File: config.mk
export PLATFORM = sky130hd
export DESIGN_NAME = camera_pattern_gen_flat
export DESIGN_NICKNAME = d
export VERILOG_FILES = /design/src/rtl/camera_pattern_gen_pkg.sv /design/src/rtl/camera_pattern_gen_if.sv /design/src/rtl/camera_pattern_gen_timing.sv /design/src/rtl/camera_pattern_gen.sv /design/src/flat_wrapper.sv
export SDC_FILE = /design/constraint.sdc
export NUM_CORES = 1
export LEC_CHECK = 0
export ABC_AREA = 0
export BUFFER_PORTS_ARGS = -buffer_cell sky130_fd_sc_hd__buf_2
export CORE_ASPECT_RATIO = 1.4
export CORE_MARGIN = 4
export CORE_UTILIZATION = 42
export CTS_CLUSTER_SIZE = 16
export DETAILED_ROUTE_END_ITERATION = 6
export PLACE_DENSITY = 0.6
export SLEW_MARGIN = 20
export SYNTH_ARGS = -nofsm -noshare
export SYNTH_HDL_FRONTEND = slang
export SYNTH_SLANG_ARGS = --single-unit
export TNS_END_PERCENT = 10
File: constraint.sdc
create_clock -name pixelClock -period 3.2 [get_ports pixelClock]
set_input_delay 0.16 -clock pixelClock [delete_from_list [all_inputs] [get_ports pixelClock]]
set_output_delay 0.16 -clock pixelClock [all_outputs]
set_load 0.02 [all_outputs]
File: src/rtl/camera_pattern_gen_pkg.sv
// Shared types and constants for the synthetic camera source.
// Holds mode encodings, luma constants, the frame state enum and the latched config record.
package camera_gen_pkg;

    typedef enum logic [1:0] {
        MODE_SOLID   = 2'd0,
        MODE_RAMP    = 2'd1,
        MODE_CHECKER = 2'd2,
        MODE_BLOB    = 2'd3
    } cam_mode_e;

    typedef enum logic [2:0] {
        ST_IDLE,
        ST_VSYNC,
        ST_BACK,
        ST_ACTIVE,
        ST_FRONT
    } frame_state_e;

    localparam logic [7:0] LUMA_BG        = 8'h10;
    localparam logic [7:0] LUMA_HI        = 8'hFF;
    localparam logic [7:0] CHROMA_NEUTRAL = 8'h80;

    typedef struct packed {
        cam_mode_e   mode;
        logic [15:0] blobX;
        logic [15:0] blobY;
        logic [7:0]  blobSize;
    } cam_cfg_t;

endpackage

File: src/rtl/camera_pattern_gen_if.sv
// Config inputs and OV7670-style video outputs of the camera source.
// master is the generator side, slave is the consumer/controller side.
interface camera_pattern_gen_if;
    logic        enable;
    logic [1:0]  mode;
    logic [15:0] blobX;
    logic [15:0] blobY;
    logic [7:0]  blobSize;
    logic        href;
    logic        vsync;
    logic [7:0]  camData;
    logic        frameStart;
    logic [15:0] frameCount;

    modport master (
        input  enable, mode, blobX, blobY, blobSize,
        output href, vsync, camData, frameStart, frameCount
    );

    modport slave (
        output enable, mode, blobX, blobY, blobSize,
        input  href, vsync, camData, frameStart, frameCount
    );
endinterface

File: src/rtl/camera_pattern_gen_timing.sv
// Frame timing FSM: byte/line counters and the IDLE/VSYNC/BACK/ACTIVE/FRONT sequence.
// Outputs are decodes of the registered state; the top registers them once more.
module camera_timing_gen
    import camera_gen_pkg::*;
#(
    parameter int FRAME_WIDTH     = 640,
    parameter int FRAME_HEIGHT    = 480,
    parameter int BYTES_PER_PIXEL = 2,
    parameter int H_BLANK         = 144,
    parameter int VSYNC_LINES     = 3,
    parameter int V_BACK_LINES    = 17,
    parameter int V_FRONT_LINES   = 10
) (
    input  logic        pixelClock,
    input  logic        reset,
    input  logic        enable,
    output logic        href,
    output logic        vsync,
    output logic        frameLoad,
    output logic        frameBegin,
    output logic        frameEnd,
    output logic [15:0] x,
    output logic [15:0] y,
    output logic        byteIndex
);
    localparam int ACTIVE_BYTES = FRAME_WIDTH * BYTES_PER_PIXEL;
    localparam int LINE_LEN     = ACTIVE_BYTES + H_BLANK;
    localparam int BW           = $clog2(LINE_LEN + 1);
    localparam frame_state_e FIRST_STATE = (VSYNC_LINES > 0)  ? ST_VSYNC :
                                           (V_BACK_LINES > 0) ? ST_BACK  : ST_ACTIVE;

    frame_state_e  state;
    logic [BW-1:0] byteCnt;
    logic [15:0]   lineCnt;
    logic          lastByte;
    logic          lastLine;

    function automatic int linesIn(frame_state_e s);
        case (s)
            ST_VSYNC:  return VSYNC_LINES;
            ST_BACK:   return V_BACK_LINES;
            ST_ACTIVE: return FRAME_HEIGHT;
            ST_FRONT:  return V_FRONT_LINES;
            default:   return 0;
        endcase
    endfunction

    // Zero-length states are never entered; the FRONT skip is folded into frameEnd.
    function automatic frame_state_e nextAfter(frame_state_e s);
        case (s)
            ST_VSYNC:  return (V_BACK_LINES > 0) ? ST_BACK : ST_ACTIVE;
            ST_BACK:   return ST_ACTIVE;
            ST_ACTIVE: return ST_FRONT;
            default:   return ST_IDLE;
        endcase
    endfunction

    assign lastByte  = (byteCnt == BW'(LINE_LEN - 1));
    assign lastLine  = (lineCnt == 16'(linesIn(state) - 1));
    assign frameEnd  = lastByte && lastLine &&
                       (state == ST_FRONT || (state == ST_ACTIVE && V_FRONT_LINES == 0));
    assign frameLoad = enable && (state == ST_IDLE || frameEnd);

    always_ff @(posedge pixelClock or posedge reset) begin
        if (reset) begin
            state      <= ST_IDLE;
            byteCnt    <= '0;
            lineCnt    <= '0;
            frameBegin <= 1'b0;
        end else begin
            frameBegin <= frameLoad;
            if (frameLoad) begin
                state   <= FIRST_STATE;
                byteCnt <= '0;
                lineCnt <= '0;
            end else if (state != ST_IDLE) begin
                if (!lastByte) begin
                    byteCnt <= byteCnt + BW'(1);
                end else begin
                    byteCnt <= '0;
                    if (!lastLine) begin
                        lineCnt <= lineCnt + 16'd1;
                    end else begin
                        lineCnt <= '0;
                        state   <= frameEnd ? ST_IDLE : nextAfter(state);
                    end
                end
            end
        end
    end

    assign href      = (state == ST_ACTIVE) && (byteCnt < BW'(ACTIVE_BYTES));
    assign vsync     = (state == ST_VSYNC);
    assign x         = (BYTES_PER_PIXEL == 2) ? 16'(byteCnt >> 1) : 16'(byteCnt);
    assign byteIndex = (BYTES_PER_PIXEL == 2) ? byteCnt[0] : 1'b0;
    assign y         = lineCnt;

endmodule

File: src/rtl/camera_pattern_gen.sv
// Synthetic OV7670-style camera source: latched config, pattern luma and registered outputs.
// Optional build macro CAMGEN_FRAME_STAMP_EN stamps frameCount into pixels 0/1 of line 0.
module camera_pattern_gen
    import camera_gen_pkg::*;
#(
    parameter int FRAME_WIDTH     = 640,
    parameter int FRAME_HEIGHT    = 480,
    parameter int BYTES_PER_PIXEL = 2,
    parameter int H_BLANK         = 144,
    parameter int VSYNC_LINES     = 3,
    parameter int V_BACK_LINES    = 17,
    parameter int V_FRONT_LINES   = 10
) (
    input logic pixelClock,
    input logic reset,
    camera_pattern_gen_if.master bus
);
    logic        tHref, tVsync, tLoad, tBegin, tEnd, tByteIndex;
    logic [15:0] tX, tY;
    cam_cfg_t    cfg;
    logic [7:0]  luma;
    logic        inX, inY;
    logic        hrefR, vsyncR, frameStartR;
    logic [7:0]  camDataR;
    logic [15:0] frameCountR;

    camera_timing_gen #(
        .FRAME_WIDTH    (FRAME_WIDTH),
        .FRAME_HEIGHT   (FRAME_HEIGHT),
        .BYTES_PER_PIXEL(BYTES_PER_PIXEL),
        .H_BLANK        (H_BLANK),
        .VSYNC_LINES    (VSYNC_LINES),
        .V_BACK_LINES   (V_BACK_LINES),
        .V_FRONT_LINES  (V_FRONT_LINES)
    ) timing (
        .pixelClock(pixelClock),
        .reset     (reset),
        .enable    (bus.enable),
        .href      (tHref),
        .vsync     (tVsync),
        .frameLoad (tLoad),
        .frameBegin(tBegin),
        .frameEnd  (tEnd),
        .x         (tX),
        .y         (tY),
        .byteIndex (tByteIndex)
    );

    // 17-bit bounds so blobX+blobSize near 0xFFFF cannot wrap into the frame.
    assign inX = ({1'b0, tX} >= {1'b0, cfg.blobX}) &&
                 ({1'b0, tX} <  {1'b0, cfg.blobX} + {9'd0, cfg.blobSize});
    assign inY = ({1'b0, tY} >= {1'b0, cfg.blobY}) &&
                 ({1'b0, tY} <  {1'b0, cfg.blobY} + {9'd0, cfg.blobSize});

    always_comb begin
        luma = LUMA_BG;
        case (cfg.mode)
            MODE_SOLID:   luma = LUMA_BG;
            MODE_RAMP:    luma = tX[7:0];
            MODE_CHECKER: luma = (tX[3] ^ tY[3]) ? LUMA_HI : 8'h00;
            MODE_BLOB:    luma = (inX && inY) ? LUMA_HI : LUMA_BG;
        endcase
`ifdef CAMGEN_FRAME_STAMP_EN
        if (tY == 16'd0 && tX == 16'd0) luma = frameCountR[15:8];
        if (tY == 16'd0 && tX == 16'd1) luma = frameCountR[7:0];
`endif
    end

    always_ff @(posedge pixelClock or posedge reset) begin
        if (reset) begin
            hrefR       <= 1'b0;
            vsyncR      <= 1'b0;
            frameStartR <= 1'b0;
            camDataR    <= 8'h00;
            frameCountR <= 16'h0000;
            cfg         <= '0;
        end else begin
            hrefR       <= tHref;
            vsyncR      <= tVsync;
            frameStartR <= tBegin && tVsync;
            camDataR    <= !tHref ? 8'h00 : (tByteIndex ? CHROMA_NEUTRAL : luma);
            if (tEnd) frameCountR <= frameCountR + 16'd1;
            // Config is captured as the next frame is launched, so it is stable for the whole frame.
            if (tLoad) begin
                cfg <= '{mode:     cam_mode_e'(bus.mode),
                         blobX:    bus.blobX,
                         blobY:    bus.blobY,
                         blobSize: bus.blobSize};
            end
        end
    end

    assign bus.href       = hrefR;
    assign bus.vsync      = vsyncR;
    assign bus.camData    = camDataR;
    assign bus.frameStart = frameStartR;
    assign bus.frameCount = frameCountR;

endmodule

File: src/flat_wrapper.sv
// flat-port wrapper written by rule: the top's interface ports become plain ports
module camera_pattern_gen_flat import camera_gen_pkg::*;
#(
    parameter int FRAME_WIDTH     = 640,
    parameter int FRAME_HEIGHT    = 480,
    parameter int BYTES_PER_PIXEL = 2,
    parameter int H_BLANK         = 144,
    parameter int VSYNC_LINES     = 3,
    parameter int V_BACK_LINES    = 17,
    parameter int V_FRONT_LINES   = 10
)
  (pixelClock, reset, bus_enable, bus_mode, bus_blobX, bus_blobY, bus_blobSize, bus_href, bus_vsync, bus_camData, bus_frameStart, bus_frameCount);
  camera_pattern_gen_if bus_i ();
  input logic pixelClock;
  input logic reset;
  input wire logic [$bits(bus_i.enable)-1:0] bus_enable;
  input wire logic [$bits(bus_i.mode)-1:0] bus_mode;
  input wire logic [$bits(bus_i.blobX)-1:0] bus_blobX;
  input wire logic [$bits(bus_i.blobY)-1:0] bus_blobY;
  input wire logic [$bits(bus_i.blobSize)-1:0] bus_blobSize;
  output wire logic [$bits(bus_i.href)-1:0] bus_href;
  output wire logic [$bits(bus_i.vsync)-1:0] bus_vsync;
  output wire logic [$bits(bus_i.camData)-1:0] bus_camData;
  output wire logic [$bits(bus_i.frameStart)-1:0] bus_frameStart;
  output wire logic [$bits(bus_i.frameCount)-1:0] bus_frameCount;
  assign bus_i.enable = bus_enable;
  assign bus_i.mode = bus_mode;
  assign bus_i.blobX = bus_blobX;
  assign bus_i.blobY = bus_blobY;
  assign bus_i.blobSize = bus_blobSize;
  assign bus_href = bus_i.href;
  assign bus_vsync = bus_i.vsync;
  assign bus_camData = bus_i.camData;
  assign bus_frameStart = bus_i.frameStart;
  assign bus_frameCount = bus_i.frameCount;
  camera_pattern_gen #(.FRAME_WIDTH(FRAME_WIDTH), .FRAME_HEIGHT(FRAME_HEIGHT), .BYTES_PER_PIXEL(BYTES_PER_PIXEL), .H_BLANK(H_BLANK), .VSYNC_LINES(VSYNC_LINES), .V_BACK_LINES(V_BACK_LINES), .V_FRONT_LINES(V_FRONT_LINES)) u_core (.pixelClock(pixelClock), .reset(reset), .bus(bus_i));
endmodule
==> run summary <==
### CTS
- 0.07 ns — clock edge transition at the registers on the reported setup and hold paths
- 2 — clock tree buffer depth
- 0.36 ns — clock insertion delay at the later pin of the skew report
- clkbuf_16 — CTS root buffer
- 100 — clock sink count
- 9 — total CTS buffers
- 3 — Max H-tree Level
- yes — CTS tree

### Yosys
- dfrtp_1 — Post-synth top flop
- 703 — Synth Instances
- 0 — number of warnings printed during yosys synthesis
- 100% — async set-reset flop share out of synthesis
- 0 — Post-synth EDFFs
- 10.0 um^2 — average cell area after synthesis
- 824 — syn nets
- 35.5% — share of synthesized area occupied by flip-flops and latches
- 100 — number of flip-flops and latches in the synthesized netlist
- 62 — count of cell types in the netlist
- 0.00705 mm^2 — post-synthesis instance area

### Setup path
- ha_2, fa_2, a21oi_2, o211ai_1, or3_1, a21oi_2, xnor2_1, ha_1, nand2_1, nor2_1, a2111oi_4, a211oi_2, o22ai_1, buf_4, o2111ai_4, nand2_1 — cell chain of the critical path
- 6 — biggest fanout along the worst timing path
- 1 — number of buffers and inverters on the critical path
- flop — kind of capture point of the worst setup path
- compound AO/OA/AOI/OAI gates — Crit path max-delay family
- 0.38 ns — critical path's largest stage delay
- dfrtp_1 — slowest cell on the critical path
- 3.68 ns — critical path data arrival time
- 3.44 ns — endpoint required time on the critical path
- flop to flop — kind of critical path
- flop — Critical Path Source Type

### Power and ir drop
- 284 mW/mm^2 — Power Dens Cells
- 2.48 mW — power consumption
- 46.9% — Clk pwr share
- 1.92 mW — P_int
- 4.36 nW — static leakage power
- 2.3% — part of the power in combinational logic
- 0.212 mV — worst-case vdd ir drop
- 50.8% — sequential fraction of design power
- 22.5% — switching fraction of total power
- 0.559 mW — net switching power figure

### Route
- 16.6 um — DR WL/cell
- 5 — DRT Pass-1 Iters
- 5749 — vias
- 17600 um — final routed wirelength across all metal layers
- 0 — antenna viol nets, final
- 0 — total DRC errors in the routed layout
- 5.42 — Avg Vias per Cell
- 182 — violation count after the first detailed-routing iteration

### Run status
- complete, but fails checks — status
- setup timing — failing checks

### Layout
- 1429 — total of fill cells in the finished design
- 978 — nets@finish
- 24.2% — relative area change from synthesis to final layout
- 0.00875 mm^2 — design area
- 0 — number of inserted diodes
- 1061 — number of non-filler instances in the completed layout
- 31.4% — fraction of layout instances using a drive strength above 1

### Die
- 0.0189 mm^2 — die area
- 43.2% — initial core utilization
- 117 um — Horiz. Die Dim
- 55 — Site Rows
- 72 — number of placed I/O pins
- 161 um — die boundary height
- 0.0163 mm^2 — Core Region

### STA
- 0.0108 ns — Max Clock Skew
- 108% — Final period util
- 28 — Setup Viol. Count Final
- 0 — final max-slew violation count
- 0 — final count of hold timing violations
- 0.957 ns — slew at the pin closest to its max-slew limit
- 35.5% — Worst slew margin
- true — unrepaired setup endpoints after global routing
- 3.44 ns — Min Clock Period, post-route
- -0.245 ns — setup slack of the critical path after layout
- -1.77 ns — Final TNS setup
- 290 MHz — fmax

### Global routing
- 51 — pin count of the biggest net entering global routing
- 0 — number of antenna violations at the first check in global routing
- 29100 um — wire length of the first global-routing pass
- 0 — residual overflow from global routing
- 6071 — via count of the first global-routing pass
- 18.9% — GRT Util Overall

### Place
- 1039 — number of placed cells counting well taps
- 13800 um — Detail Placement HPWL
- 0.873 — routability congestion estimate
- 0.00826 mm^2 — Placed Instance Area
- 71 — Port Buffer Count

### Min path
- input port to flop — path category of the worst min-delay check

### Job
- 0 — number of max-capacitance violations reported

-- through the flow --
stage	utilization, %	hold WS (ns)	setup WS (ns)
after floorplan	-	0.309	-0.0622
after global placement	50.6	0.281	-0.406
after detailed placement	50.6	0.289	-0.486
after CTS	53.0	0.0117	-0.278
after global routing	53.7	0.0195	-0.497
final	53.7	0.0227	-0.245
-- layer usage --
layer / track usage [%] / vias to the layer above / part of all wire (%)
li1: - / 2843 / -
met1: 22.6 / 2739 / 43
met2: 33.3 / 129 / 50
met3: 2.42 / 38 / 3.5
met4: 9.87 / 0 / 3.2
met5: 0 / - / 0
-- power groups by stage --
stage / sequential [mW] / clock (mW) / combinational [mW]
5_1_grt: 1.26 / 1.25 / 0.0670
4_1_cts: 1.26 / 1.20 / 0.0592
3_5_place_dp: 1.29 / 0 / 0.0585
6_report: 1.26 / 1.16 / 0.0567
3_3_place_gp: 1.29 / 0 / 0.0563
2_1_floorplan: 1.29 / 0 / 0.0199
-- worst reg2reg max path: cells and delay by family (launching register included) --
kind                       cells  cell delay [ns]
xor gates and xnor gates       1             0.09
AOI/OAI and AO/OA              7             1.11
adders and majority gates      3             0.88
and+or+nand+nor                4             0.70
DFF                            1             0.38
buffers and inverters          1             0.16
-- state kept, by name (all words and copies together), names as in the netlist --
signal                    flops
u_core.timing.y              16
u_core.bus.frameStart         1
u_core.bus.frameCount        16
u_core.cfg                   42
u_core.timing.frameBegin      1
u_core.timing.state           3
u_core.bus.vsync              1
u_core.timing.byteCnt        11
u_core.bus.camData            8
u_core.bus.href               1
-- kinds of logic after synthesis --
group                      Yosys count  synth area share [%]
muxes                               48                  9.68
buffers and inverters               62                  4.01
adders and majority gates           76                  13.7
and+or+nand+nor                    220                  16.4
xor gates and xnor gates            66                  8.20
AOI/OAI and AO/OA                  131                  12.5
DFF                                100                  35.5
-- final timing paths --
kind / start / endpoint / slack (ns) / cells after the start
hold / removal: bus_blobX[9] / u_core.cfg[33]$_DFFE_PP0N_ / 0.02 / 2
setup / recovery: u_core.cfg[8]$_DFFE_PP0N_ / u_core.bus.camData[5]$_DFF_PP0_ / -0.24 / 16
min in group asynchronous: reset / u_core.bus.camData[5]$_DFF_PP0_ / 0.44 / 3
setup reg to reg: u_core.cfg[8]$_DFFE_PP0N_ / u_core.bus.camData[5]$_DFF_PP0_ / -0.24 / 16
max in group asynchronous: reset / u_core.cfg[24]$_DFFE_PP0N_ / 1.95 / 4
hold reg to reg: u_core.timing.frameBegin$_DFF_PP0_ / u_core.bus.frameStart$_DFF_PP0_ / 0.45 / 1
-- cell type report --
cell class / instances / area, um^2 / area share, %
Inverter: 41 / 156 / 1.79
Clock buffer: 11 / 243 / 2.77
Clock inverter: 5 / 65.1 / 0.743
Timing Repair Buffer: 164 / 1080 / 12.4
Sequential cell: 100 / 2500 / 28.6
Multi-Input combinational cell: 541 / 4450 / 50.8
Tap cell: 199 / 249 / 2.84
-- synthesized netlist by cell type (all sizes together) (2+ instances only) --
library cell  count  area share (%)
nand3b            2            0.21
buf              11             1.3
ha               74              13
nor2b             7            0.62
o21ai            35             2.6
inv              41             2.2
a21o              8            0.85
a211o             3            0.37
o22ai             2            0.18
a2bb2oi           2            0.25
mux2             44             9.1
nand4            22             2.0
nand4b            2            0.25
or2               2            0.18
and3             16             1.4
and4              3            0.37
clkbuf           10            0.53
a211oi            4            0.43
xor2             23             2.9
nor3b             4            0.43
nand3            28             2.0
o2111ai           4            0.50
fa                2            0.57
xnor2            43             5.3
o21bai            2            0.21
nor4              8            0.71
a221o             2            0.28
o21a             11             1.2
or3               6            0.60
nand2b            4            0.36
or4b              2            0.34
nand2            44             2.3
mux2i             4            0.57
a21oi            35             2.5
o211ai            6            0.64
nor3             11            0.94
a21boi            4            0.43
a2111oi           5            0.89
or3b              2            0.25
a41oi             2            0.36
and2              6            0.53
dfrtp           100              36
nor2             49             2.6
-- repair_timing --
action,4_1_cts,5_1_grt
gates resized for setup,16,18
hold endpoints to repair,48,0
buffers inserted,1,4
pin swaps,22,25
hold buffers,1,0
endpoints found under the setup margin,53,77
-- cells in the final DEF, fill, tap and decap left out, types with 22 or more instances in the layout --
cell and instances:
ha_1 70, o21ai_0 32, inv_1 38, xor2_1 22, mux2_4 39, xnor2_1 42
nand3_1 27, nand4_1 22, buf_2 71, nor2_1 46, buf_4 89, dfrtp_1 98
nand2_1 43, a21oi_1 29
Power figures use the tool's default switching activity.
